--- config.mk ---
export PLATFORM = sky130hd
export DESIGN_NAME = incoming_request_buffer
export DESIGN_NICKNAME = d
export VERILOG_FILES = /design/src/rtl/rob_pkg.sv /design/src/rtl/incoming_request_buffer_credit.sv /design/src/rtl/incoming_request_buffer.sv
export SDC_FILE = /design/constraint.sdc
export NUM_CORES = 1
export LEC_CHECK = 0
export CORE_MARGIN = 2
export CORE_UTILIZATION = 53
export DETAILED_ROUTE_END_ITERATION = 6
export PLACE_DENSITY = 0.74
export SLEW_MARGIN = 20
export SYNTH_ARGS = -nofsm -noshare
export SYNTH_HDL_FRONTEND = slang
export SYNTH_SLANG_ARGS = --single-unit
--- constraint.sdc ---
create_clock -name i_clk -period 9.2 [get_ports i_clk]
set_input_delay 1.84 -clock i_clk [delete_from_list [all_inputs] [get_ports i_clk]]
set_output_delay 1.84 -clock i_clk [all_outputs]
set_load 0.01 [all_outputs]
--- src/rtl/rob_pkg.sv ---
// Shared AR-channel types for the ROB request/response buffers.
package rob_pkg;

    localparam int unsigned AXI_LEN_W   = 8;
    localparam int unsigned AXI_SIZE_W  = 3;
    localparam int unsigned AXI_BURST_W = 2;
    localparam int unsigned AR_ID_W     = 32;
    localparam int unsigned AR_ADDR_W   = 32;

    // Sized for the widest supported ID/address; narrower instances zero-extend.
    typedef struct packed {
        logic [AR_ID_W-1:0]     id;
        logic [AR_ADDR_W-1:0]   addr;
        logic [AXI_LEN_W-1:0]   len;
        logic [AXI_SIZE_W-1:0]  size;
        logic [AXI_BURST_W-1:0] burst;
    } ar_entry_t;

endpackage

--- src/rtl/incoming_request_buffer_credit.sv ---
// Outstanding-read counter: +1 per issued AR, -1 per completed burst, sticky underflow flag.
module incoming_request_buffer_credit #(
    parameter int MAX_OUTSTANDING = 16,
    localparam int CNT_W = $clog2(MAX_OUTSTANDING + 1)
) (
    input  logic             i_clk,
    input  logic             i_rst_n,
    input  logic             i_inc,
    input  logic             i_dec,
    output logic [CNT_W-1:0] o_count,
    output logic             o_credit,
    output logic             o_underflow
);

    logic [CNT_W-1:0] r_count;
    logic [CNT_W-1:0] w_count_nxt;
    logic             r_underflow;
    logic             w_underflow_nxt;

    always_comb begin
        w_count_nxt     = r_count;
        w_underflow_nxt = r_underflow;
        if (i_inc && !i_dec) begin
            if (r_count != CNT_W'(MAX_OUTSTANDING)) begin
                w_count_nxt = r_count + CNT_W'(1);
            end
        end else if (i_dec && !i_inc) begin
            if (r_count == '0) begin
                w_underflow_nxt = 1'b1;
            end else begin
                w_count_nxt = r_count - CNT_W'(1);
            end
        end
    end

    always_ff @(posedge i_clk or negedge i_rst_n) begin
        if (!i_rst_n) begin
            r_count     <= '0;
            r_underflow <= 1'b0;
        end else begin
            r_count     <= w_count_nxt;
            r_underflow <= w_underflow_nxt;
        end
    end

    assign o_count     = r_count;
    assign o_credit    = (r_count != CNT_W'(MAX_OUTSTANDING));
    assign o_underflow = r_underflow;

endmodule

--- src/rtl/incoming_request_buffer.sv ---
// Ingress AR buffer: in-order FIFO with outstanding-read credit limiting.
// Define INCOMING_REQ_BUF_BYPASS_EN to forward ar_in straight to ar_out when empty with credit.
module incoming_request_buffer
    import rob_pkg::*;
#(
    parameter int ID_WIDTH        = 32,
    parameter int ADDR_WIDTH      = 32,
    parameter int DEPTH           = 8,
    parameter int MAX_OUTSTANDING = 16,
    localparam int CNT_W = $clog2(DEPTH + 1),
    localparam int OUT_W = $clog2(MAX_OUTSTANDING + 1)
) (
    input  logic                   i_clk,
    input  logic                   i_rst_n,
    input  logic                   i_in_ar_valid,
    output logic                   o_in_ar_ready,
    input  logic [ID_WIDTH-1:0]    i_in_ar_id,
    input  logic [ADDR_WIDTH-1:0]  i_in_ar_addr,
    input  logic [AXI_LEN_W-1:0]   i_in_ar_len,
    input  logic [AXI_SIZE_W-1:0]  i_in_ar_size,
    input  logic [AXI_BURST_W-1:0] i_in_ar_burst,
    output logic                   o_out_ar_valid,
    input  logic                   i_out_ar_ready,
    output logic [ID_WIDTH-1:0]    o_out_ar_id,
    output logic [ADDR_WIDTH-1:0]  o_out_ar_addr,
    output logic [AXI_LEN_W-1:0]   o_out_ar_len,
    output logic [AXI_SIZE_W-1:0]  o_out_ar_size,
    output logic [AXI_BURST_W-1:0] o_out_ar_burst,
    input  logic                   i_rsp_done,
    output logic [OUT_W-1:0]       o_outstanding,
    output logic [CNT_W-1:0]       o_fifo_count,
    output logic                   o_underflow_err
);

    localparam int PTR_W = $clog2(DEPTH);

    ar_entry_t        r_mem [DEPTH];
    logic [PTR_W-1:0] r_wr_ptr;
    logic [PTR_W-1:0] r_rd_ptr;
    logic [CNT_W-1:0] r_count;

    ar_entry_t w_in_entry;
    ar_entry_t w_out_entry;
    logic      w_full;
    logic      w_empty;
    logic      w_credit;
    logic      w_bypass;
    logic      w_out_valid;
    logic      w_issue;
    logic      w_push;
    logic      w_pop;

    assign w_full        = (r_count == CNT_W'(DEPTH));
    assign w_empty       = (r_count == '0);
    // Ready is held low through reset even though the FIFO reads as empty.
    assign o_in_ar_ready = ~w_full & i_rst_n;

    always_comb begin
        w_in_entry       = '0;
        w_in_entry.id    = AR_ID_W'(i_in_ar_id);
        w_in_entry.addr  = AR_ADDR_W'(i_in_ar_addr);
        w_in_entry.len   = i_in_ar_len;
        w_in_entry.size  = i_in_ar_size;
        w_in_entry.burst = i_in_ar_burst;
    end

`ifdef INCOMING_REQ_BUF_BYPASS_EN
    assign w_bypass = w_empty & w_credit & i_rst_n;
`else
    assign w_bypass = 1'b0;
`endif

    always_comb begin
        w_out_valid = 1'b0;
        w_out_entry = '0;
        if (w_bypass) begin
            w_out_valid = i_in_ar_valid;
            w_out_entry = w_in_entry;
        end else if (!w_empty) begin
            w_out_valid = w_credit;
            w_out_entry = r_mem[r_rd_ptr];
        end
    end

    assign w_issue = w_out_valid & i_out_ar_ready;
    assign w_pop   = w_issue & ~w_empty;
    // A bypassed beat that is consumed immediately never enters the FIFO.
    assign w_push  = i_in_ar_valid & o_in_ar_ready & ~(w_bypass & i_out_ar_ready);

    always_ff @(posedge i_clk) begin
        if (w_push) begin
            r_mem[r_wr_ptr] <= w_in_entry;
        end
    end

    always_ff @(posedge i_clk or negedge i_rst_n) begin
        if (!i_rst_n) begin
            r_wr_ptr <= '0;
            r_rd_ptr <= '0;
            r_count  <= '0;
        end else begin
            if (w_push) begin
                r_wr_ptr <= (r_wr_ptr == PTR_W'(DEPTH - 1)) ? '0 : r_wr_ptr + PTR_W'(1);
            end
            if (w_pop) begin
                r_rd_ptr <= (r_rd_ptr == PTR_W'(DEPTH - 1)) ? '0 : r_rd_ptr + PTR_W'(1);
            end
            case ({w_push, w_pop})
                2'b10:   r_count <= r_count + CNT_W'(1);
                2'b01:   r_count <= r_count - CNT_W'(1);
                default: r_count <= r_count;
            endcase
        end
    end

    incoming_request_buffer_credit #(
        .MAX_OUTSTANDING(MAX_OUTSTANDING)
    ) u_credit (
        .i_clk       (i_clk),
        .i_rst_n     (i_rst_n),
        .i_inc       (w_issue),
        .i_dec       (i_rsp_done),
        .o_count     (o_outstanding),
        .o_credit    (w_credit),
        .o_underflow (o_underflow_err)
    );

    assign o_out_ar_valid  = w_out_valid;
    assign o_out_ar_id     = w_out_entry.id[ID_WIDTH-1:0];
    assign o_out_ar_addr   = w_out_entry.addr[ADDR_WIDTH-1:0];
    assign o_out_ar_len    = w_out_entry.len;
    assign o_out_ar_size   = w_out_entry.size;
    assign o_out_ar_burst  = w_out_entry.burst;
    assign o_fifo_count    = r_count;

endmodule

==> results of run 1 <==
[cells by family (layout without fill, tap and decap cells)]
logic type                 Yosys count  count (layout)  share of synthesized area (%)
xor gates and xnor gates             8               8                         0.2873
other                                0               5                              0
muxes                              239             239                          17.78
DFF                                632             632                          77.49
adders and majority gates           12              12                         0.6464
and+or+nand+nor                    112             112                          2.109
buffers and inverters               60             308                          1.057
AOI/OAI and AO/OA                   18              18                         0.6362
[worst paths after layout]
check / from / cells past startpoint / endpoint
min in group asynchronous: i_rst_n / 1 / u_credit.o_underflow
max in group asynchronous: i_rst_n / 1 / r_rd_ptr[0]
setup / recovery: r_rd_ptr[0] / 5 / o_out_ar_addr[10]
hold / removal: u_credit.o_underflow / 1 / u_credit.o_underflow
hold reg to reg: u_credit.o_underflow / 1 / u_credit.o_underflow
setup reg to reg: o_fifo_count[0] / 5 / r_mem[2][41]
[cell usage after synthesis, drive strengths merged]
| master | number | share of area, % |
|---|---|---|
| o211a | 1 | 0.041 |
| a41o | 1 | 0.041 |
| nor3 | 5 | 0.10 |
| a211o | 1 | 0.036 |
| a21o | 2 | 0.092 |
| nand2 | 4 | 0.062 |
| xor2 | 4 | 0.14 |
| nand2b | 6 | 0.16 |
| nand4 | 1 | 0.026 |
| nand3 | 3 | 0.082 |
| edfxtp | 616 | 76 |
| or4b | 1 | 0.041 |
| a211oi | 1 | 0.031 |
| o21ai | 2 | 0.041 |
| mux2i | 78 | 3.2 |
| inv | 5 | 0.077 |
| buf | 32 | 0.63 |
| ha | 11 | 0.56 |
| and4 | 1 | 0.036 |
| xnor2 | 4 | 0.14 |
| fa | 1 | 0.082 |
| o41ai | 1 | 0.11 |
| mux2 | 7 | 0.35 |
| and2 | 1 | 0.026 |
| dfrtp | 16 | 1.6 |
| nand4b | 1 | 0.036 |
| nand3b | 3 | 0.092 |
| clkbuf | 23 | 0.35 |
| mux4 | 154 | 14 |
| a21oi | 8 | 0.21 |
| nor4 | 3 | 0.16 |
| nor2 | 83 | 1.3 |
| o21bai | 1 | 0.031 |
[sequential cells by signal, summed over array words and instances (netlist names)]
register,count
r_wr_ptr,3
r_rd_ptr,3
r_mem,616
o_fifo_count,4
u_credit.o_count,5
u_credit.o_underflow,1
[routing by layer]
layer / GRT usage (%) / wire, um / vias up
met3: 3.619 / 2568 / 75
met5: 0 / 23 / -
met4: 6.531 / 1050 / 4
met2: 33.30 / 23620 / 285
met1: 27.88 / 19600 / 5936
li1: - / - / 4910
[through the flow]
| step | total power, mW | cell area, um^2 | instances |
|---|---|---|---|
| 2_1_floorplan | 5.386 | 24390 | 1081 |
| 3_3_place_gp | 6.516 | 26860 | 1819 |
| 3_5_place_dp | 6.551 | 26860 | 1819 |
| 4_1_cts | 8.916 | 28760 | 1929 |
| 5_1_grt | 9.197 | 28760 | 1930 |
| 6_report | 8.793 | 28770 | 1934 |
[report_power, final]
| group | internal (mW) | switching (mW) | total (mW) |
|---|---|---|---|
| combinational | 1.50 | 1.23 | 2.73 |
| clock | 1.37 | 0.997 | 2.36 |
| sequential | 3.41 | 0.284 | 3.70 |
| total | 6.28 | 2.51 | 8.79 |
[final cells by class]
cell class / count / area, um^2
clock buffers: 68 / 1553
inverters: 5 / 18.77
repair buffers: 193 / 1891
fillers: 3045 / 16610
clock inverters: 42 / 339.1
multi-input cells: 389 / 5299
well taps: 600 / 750.7
diodes: 5 / 12.51
flip-flops and latches: 632 / 18910
[worst register-to-register path: cells and delay by family, from the launching register on]
kind,cells,cell delay (ps)
buffers and inverters,2,1320
DFF,1,610
and+or+nand+nor,3,980
==> results list, run 1 <==
* Total track usage: 20.25%
- Setup slack of the critical path after layout: 3414 ps
- Wire length per cell: 24.23 um
- Layout Utilization: 63.40%
- Post-detailed-routing wire length: 46870 um
* Number of buffers inserted by hold repair at cts: 0
- Synthesis-to-finish area growth: 17.98%
- Critical path launch point type: register
- For this design the static power due to leakage is 9.365 nW.
- The tree is rooted in a sky130_fd_sc_hd__clkbuf_16.
- The number of clock buffers added by TritonCTS is 59.
- After synthesis, flip-flops and latches occupy 77.49% of the total area.
- Leading cell types in the layout, fill and taps excluded: 616 x sky130_fd_sc_hd__edfxtp_1, 170 x sky130_fd_sc_hd__clkdlybuf4s50_1, 154 x sky130_fd_sc_hd__mux4_2
* Timing-limited maximum frequency: 172.8 MHz
- The setup path with the least slack is of type register to output port.
* Maximum net fanout on the critical path: 46
- After detailed routing, the number of vias per cell comes to 5.796.
* Post-synthesis cell count: 1081
- IO buf count: 170
* Number of register bits inferred by synthesis: 632
- Final critical-path share of the clock period: 62.89%
* Data required time at the worst endpoint: 7360 ps
- For this run, the number of Yosys warnings is 0.
- After the first detailed-routing iteration, the DRC count stood at 958.
* Hpwl dp: 25330 um
- The number of antenna violations at the first check in global routing came to 5.
* Via count of the first global-routing pass: 11.73k
* Residual antenna-violating net count after detailed routing: 0
- The netlist uses 43 different library cells.
- Max-capacitance violation count: 0
- Hold_ws: 473.5 ps
* Setup repair after global routing missed its margin: no
- Outcome: finished, final reports clean
* Floorplan Core Area: 0.04538 mm^2
- Worst-skew pair later-pin latency: 610 ps
* Average instance area after synthesis: 22.56 um^2
- Measured along the y axis, the die boundary spans 218.5 um.
* Cells resized by post-CTS repair: 0
- Across all layers, the routed design uses 11.21k vias.
- For this design the ratio of total power to cell area is 305.6 mW/mm^2.
- For this run, the detailed router's first-pass iteration total came to 5.
- Max transition margin: 25.98%
- Largest net degree at the start of global routing: 76
- Initial Util: 53.74%
* CP endpoint kind: output port
- Residual DRC count: 0
* Layout cell share with drive strength beyond 1: 21.52%
* Nets in the synthesized netlist: 1175
- Arrival time of data at the critical path endpoint: 3950 ps
* Family with the most delay on the worst path: buffers and inverters
* HP Class: register to register
- The clock passes through at most 3 buffers.
- Final-report hold violation count: 0
* Clock period minus worst slack: 5786 ps
- For the pin with the worst max-slew slack, the measured transition is 1110 ps.
- The H-tree generated during clock tree synthesis spans 2 levels.
* Setup TNS: 0 ps
- Crit-path cells: buf_4 -> mux4_2 -> mux2i_1 -> nor2_1 -> clkdlybuf4s50_1
* Total setup buffers inserted after CTS: 0
- Prior to clock tree synthesis, the placed netlist has a worst setup slack of 3652 ps.
* Die span in x: 218.5 um
* Total die area: 0.04775 mm^2
- Leading cell type in the layout, fill and taps excluded: sky130_fd_sc_hd__edfxtp_1
- Clock tree from TritonCTS: done
* Setup slack of the worst register-to-register path: 5890 ps
- In this run the count of I/O pins placed on the die edge is 171.
* Number of max-slew violations in the final report: 0
* CP max-delay cell: sky130_fd_sc_hd__dfrtp_4
* Synth Cell Area: 0.02439 mm^2
- Gpl congestion: 0.7029
- Cell row count: 78
- Global-route wire length before repair: 71300 um
- Post-CTS clock slew at the launch and capture registers of the worst setup and hold paths: 60 ps
- CTS saw 632 sinks.
- VDD IR-drop max: 212.0 uV
- Setup violations remaining at the end of the flow were counted as 0.
* Slowest cell delay on critical path: 1060 ps
- The total overflow left after global routing is 0.
- For this run, the post-layout net count is 1374.
- The clock arrives with 14.52 ps of skew.
- The number of buffers and inverters on the critical path is 2.
Power figures use the tool's default switching activity.
==> run 2: changes to the inputs <==
Clock period 9.2 ns to 5.1 ns, I/O delays scaled along.
==> run 2 against run 1 <==
Against the previous run:
- non-clock buffer count is 4 higher
- final cell count stayed put
- sequential share of layout area is 0.64 points lower
- count of clock-buffer cells in the layout is 1 higher
- worst hold slack better by 22 ps
- total power is 83% higher
- largest cell class unchanged
==> results list, run 2 (synthesis results as in run 1) <==
- CTS Buf Count: 60
* Total track usage: 20.56%
* Worst-skew pair later-pin latency: 610 ps
* Maximum net fanout on the critical path: 51
- Sequential share of power: 40.9%
* Fraction of power consumed by combinational cells: 31.7%
- Floorplan Core Area: 0.04538 mm^2
- Clock network power share: 27.5%
- Synthesis-to-finish area growth: 19.14%
- Overflow left after global routing: 0
* Total setup buffers inserted after CTS: 0
- Worst Hold Path Cells: 1
- Largest clock skew in the final design: 11.10 ps
- The clock period could shrink to 4291 ps.
- In the layout the commonest cells are 616 x sky130_fd_sc_hd__edfxtp_1, 170 x sky130_fd_sc_hd__clkdlybuf4s50_1, 154 x sky130_fd_sc_hd__mux4_2.
* Transition time of the tightest slew-check pin: 850.0 ps
* Global-route wire length before repair: 72420 um
- Cells resized by post-CTS repair: 0
* Setup repair after global routing missed its margin: no
- Dividing the detail-routed wire length by the instance count gives 24.67 um.
- Timing-limited maximum frequency: 233.0 MHz
- Clock tree from TritonCTS: done
* Layout cell share with drive strength beyond 1: 22.49%
* Gpl congestion: 0.7249
- After detailed routing, the total wire length is 47710 um.
* HP Class: register to register
- Entering global routing, the biggest net connects 79 pins.
* Setup slack of the critical path after layout: 808.9 ps
- Setup violations remaining at the end of the flow were counted as 0.
* Clk Tree Root Cell: sky130_fd_sc_hd__clkbuf_16
- Final-report hold violation count: 0
- First-iteration detailed-routing DRC count: 1087
- The register with the most flip-flops in the layout has 616 of them.
- The detailed router placed 11.28k vias in this run.
* Final critical-path share of the clock period: 84.14%
* Post-layout instance count excluding filler cells: 1934
- CP max-delay cell: sky130_fd_sc_hd__dfrtp_4
* Total instance count after detailed placement: 1823
- Crit-path cells: buf_4 -> mux4_2 -> mux2i_1 -> nor2_1 -> clkdlybuf4s50_1
* VDD IR-drop max: 362.7 uV
- The via count of the first global-routing pass is 11.91k.
- For this design the static power due to leakage is 9.460 nW.
* Number of max-slew violations in the final report: 0
* CP endpoint kind: output port
- CTS H-tree lvls: 2
- Max-capacitance violation count: 0
- Leading cell type in the layout, fill and taps excluded: sky130_fd_sc_hd__edfxtp_1
* Arrival time of data at the critical path endpoint: 3270 ps
* Number of buffers on the longest clock path: 3
* Worst Setup Slack post-DPL: 1388 ps
* Design Power: 16.11 mW
- Die height: 218.5 um
* Number of top-level pins: 171
- In this run the power density over the cells is 554.3 mW/mm^2.
- Outcome: finished, final reports clean
* Number of buffers inserted by hold repair at cts: 0
- Detailed-router iteration count before antenna repair: 5
- Critical path type: register to output port
- STA classifies the critical path startpoint as a register.
- Internal power contribution: 11.52 mW
- For this design the total switching power over the nets is 4.583 mW.
- On the worst path, the slowest cell contributes a delay of 940 ps.
* IO buf count: 170
- Depth of the worst register-to-register path: 9
- Setup slack on the worst reg-to-reg path comes out at 2260 ps.
- After detailed routing, the number of remaining DRC violations is 0.
- After floorplanning, the core was divided into 78 placement rows.
* Total die area: 0.04775 mm^2
- In this run the tightest slew margin relative to its limit is 43.03%.
* Residual antenna-violating net count after detailed routing: 0
- Biggest register: r_mem
* Initial antenna violation count: 2
- Post-DR vias/cell: 5.834
- Nets: 1379
- Hpwl dp: 25320 um
- Number of inserted diodes: 0
- After clock tree synthesis, the clock-pin slew on the worst setup and hold paths is 60 ps.
* Proportion of total power due to net switching: 28.46%
- Hold is met by 495.8 ps.
- Sinks on the clock net: 632
- Initial Util: 53.74%
- Data required time at the worst endpoint: 4080 ps
* Die span in x: 218.5 um
run 2: final cells by class:
type / count / area (um^2)
clock buffer: 69 / 1556
clock inverter: 42 / 422.9
multi-input combinational: 389 / 5305
sequential: 632 / 18910
timing repair buffer: 197 / 2092
fill: 3014 / 16330
inverter: 5 / 18.77
tap: 600 / 750.7
run 2: final timing paths:
| kind | start | end |
|---|---|---|
| worst max-delay path | r_rd_ptr[1] | o_out_ar_id[9] |
| worst min-delay path | u_credit.o_underflow | u_credit.o_underflow |
| worst max register to register | o_fifo_count[2] | u_credit.o_count[4] |
| worst min register to register | u_credit.o_underflow | u_credit.o_underflow |
| max in group asynchronous | i_rst_n | r_rd_ptr[1] |
| min in group asynchronous | i_rst_n | u_credit.o_count[3] |
run 2: metrics by stage:
stage | TNS, ps | utilization, % | area (um^2)
6_report | 0 | 64.03 | 29060
3_5_place_dp | 0 | 59.66 | 27080
4_1_cts | 0 | 64.03 | 29060
2_1_floorplan | -532330 | - | 24410
5_1_grt | 0 | 64.03 | 29060
3_3_place_gp | 0 | 59.66 | 27080
run 2: per-layer routing:
| layer | share of wire (%) | global-route usage [%] | vias up |
|---|---|---|---|
| met5 | 0.044 | 0 | - |
| met4 | 1.8 | 4.399 | 4 |
| met3 | 6.4 | 4.148 | 77 |
| met2 | 51 | 34.92 | 355 |
| met1 | 41 | 27.88 | 5940 |
| li1 | - | - | 4907 |
run 2: worst max-delay path, delay by kind of cell, from the launching register on:
family	cells	cell delay (ps)
buf+inv	2	1040
flops	1	940
simple gates	1	80
mux	2	590
run 2: power groups by stage:
stage	clock [mW]	combinational (mW)	sequential, mW
after floorplan	0	3.27	6.44
after global placement	0	5.13	6.68
after detailed placement	0	5.18	6.70
after CTS	4.50	5.21	6.59
after global routing	4.72	5.50	6.64
final	4.42	5.10	6.58
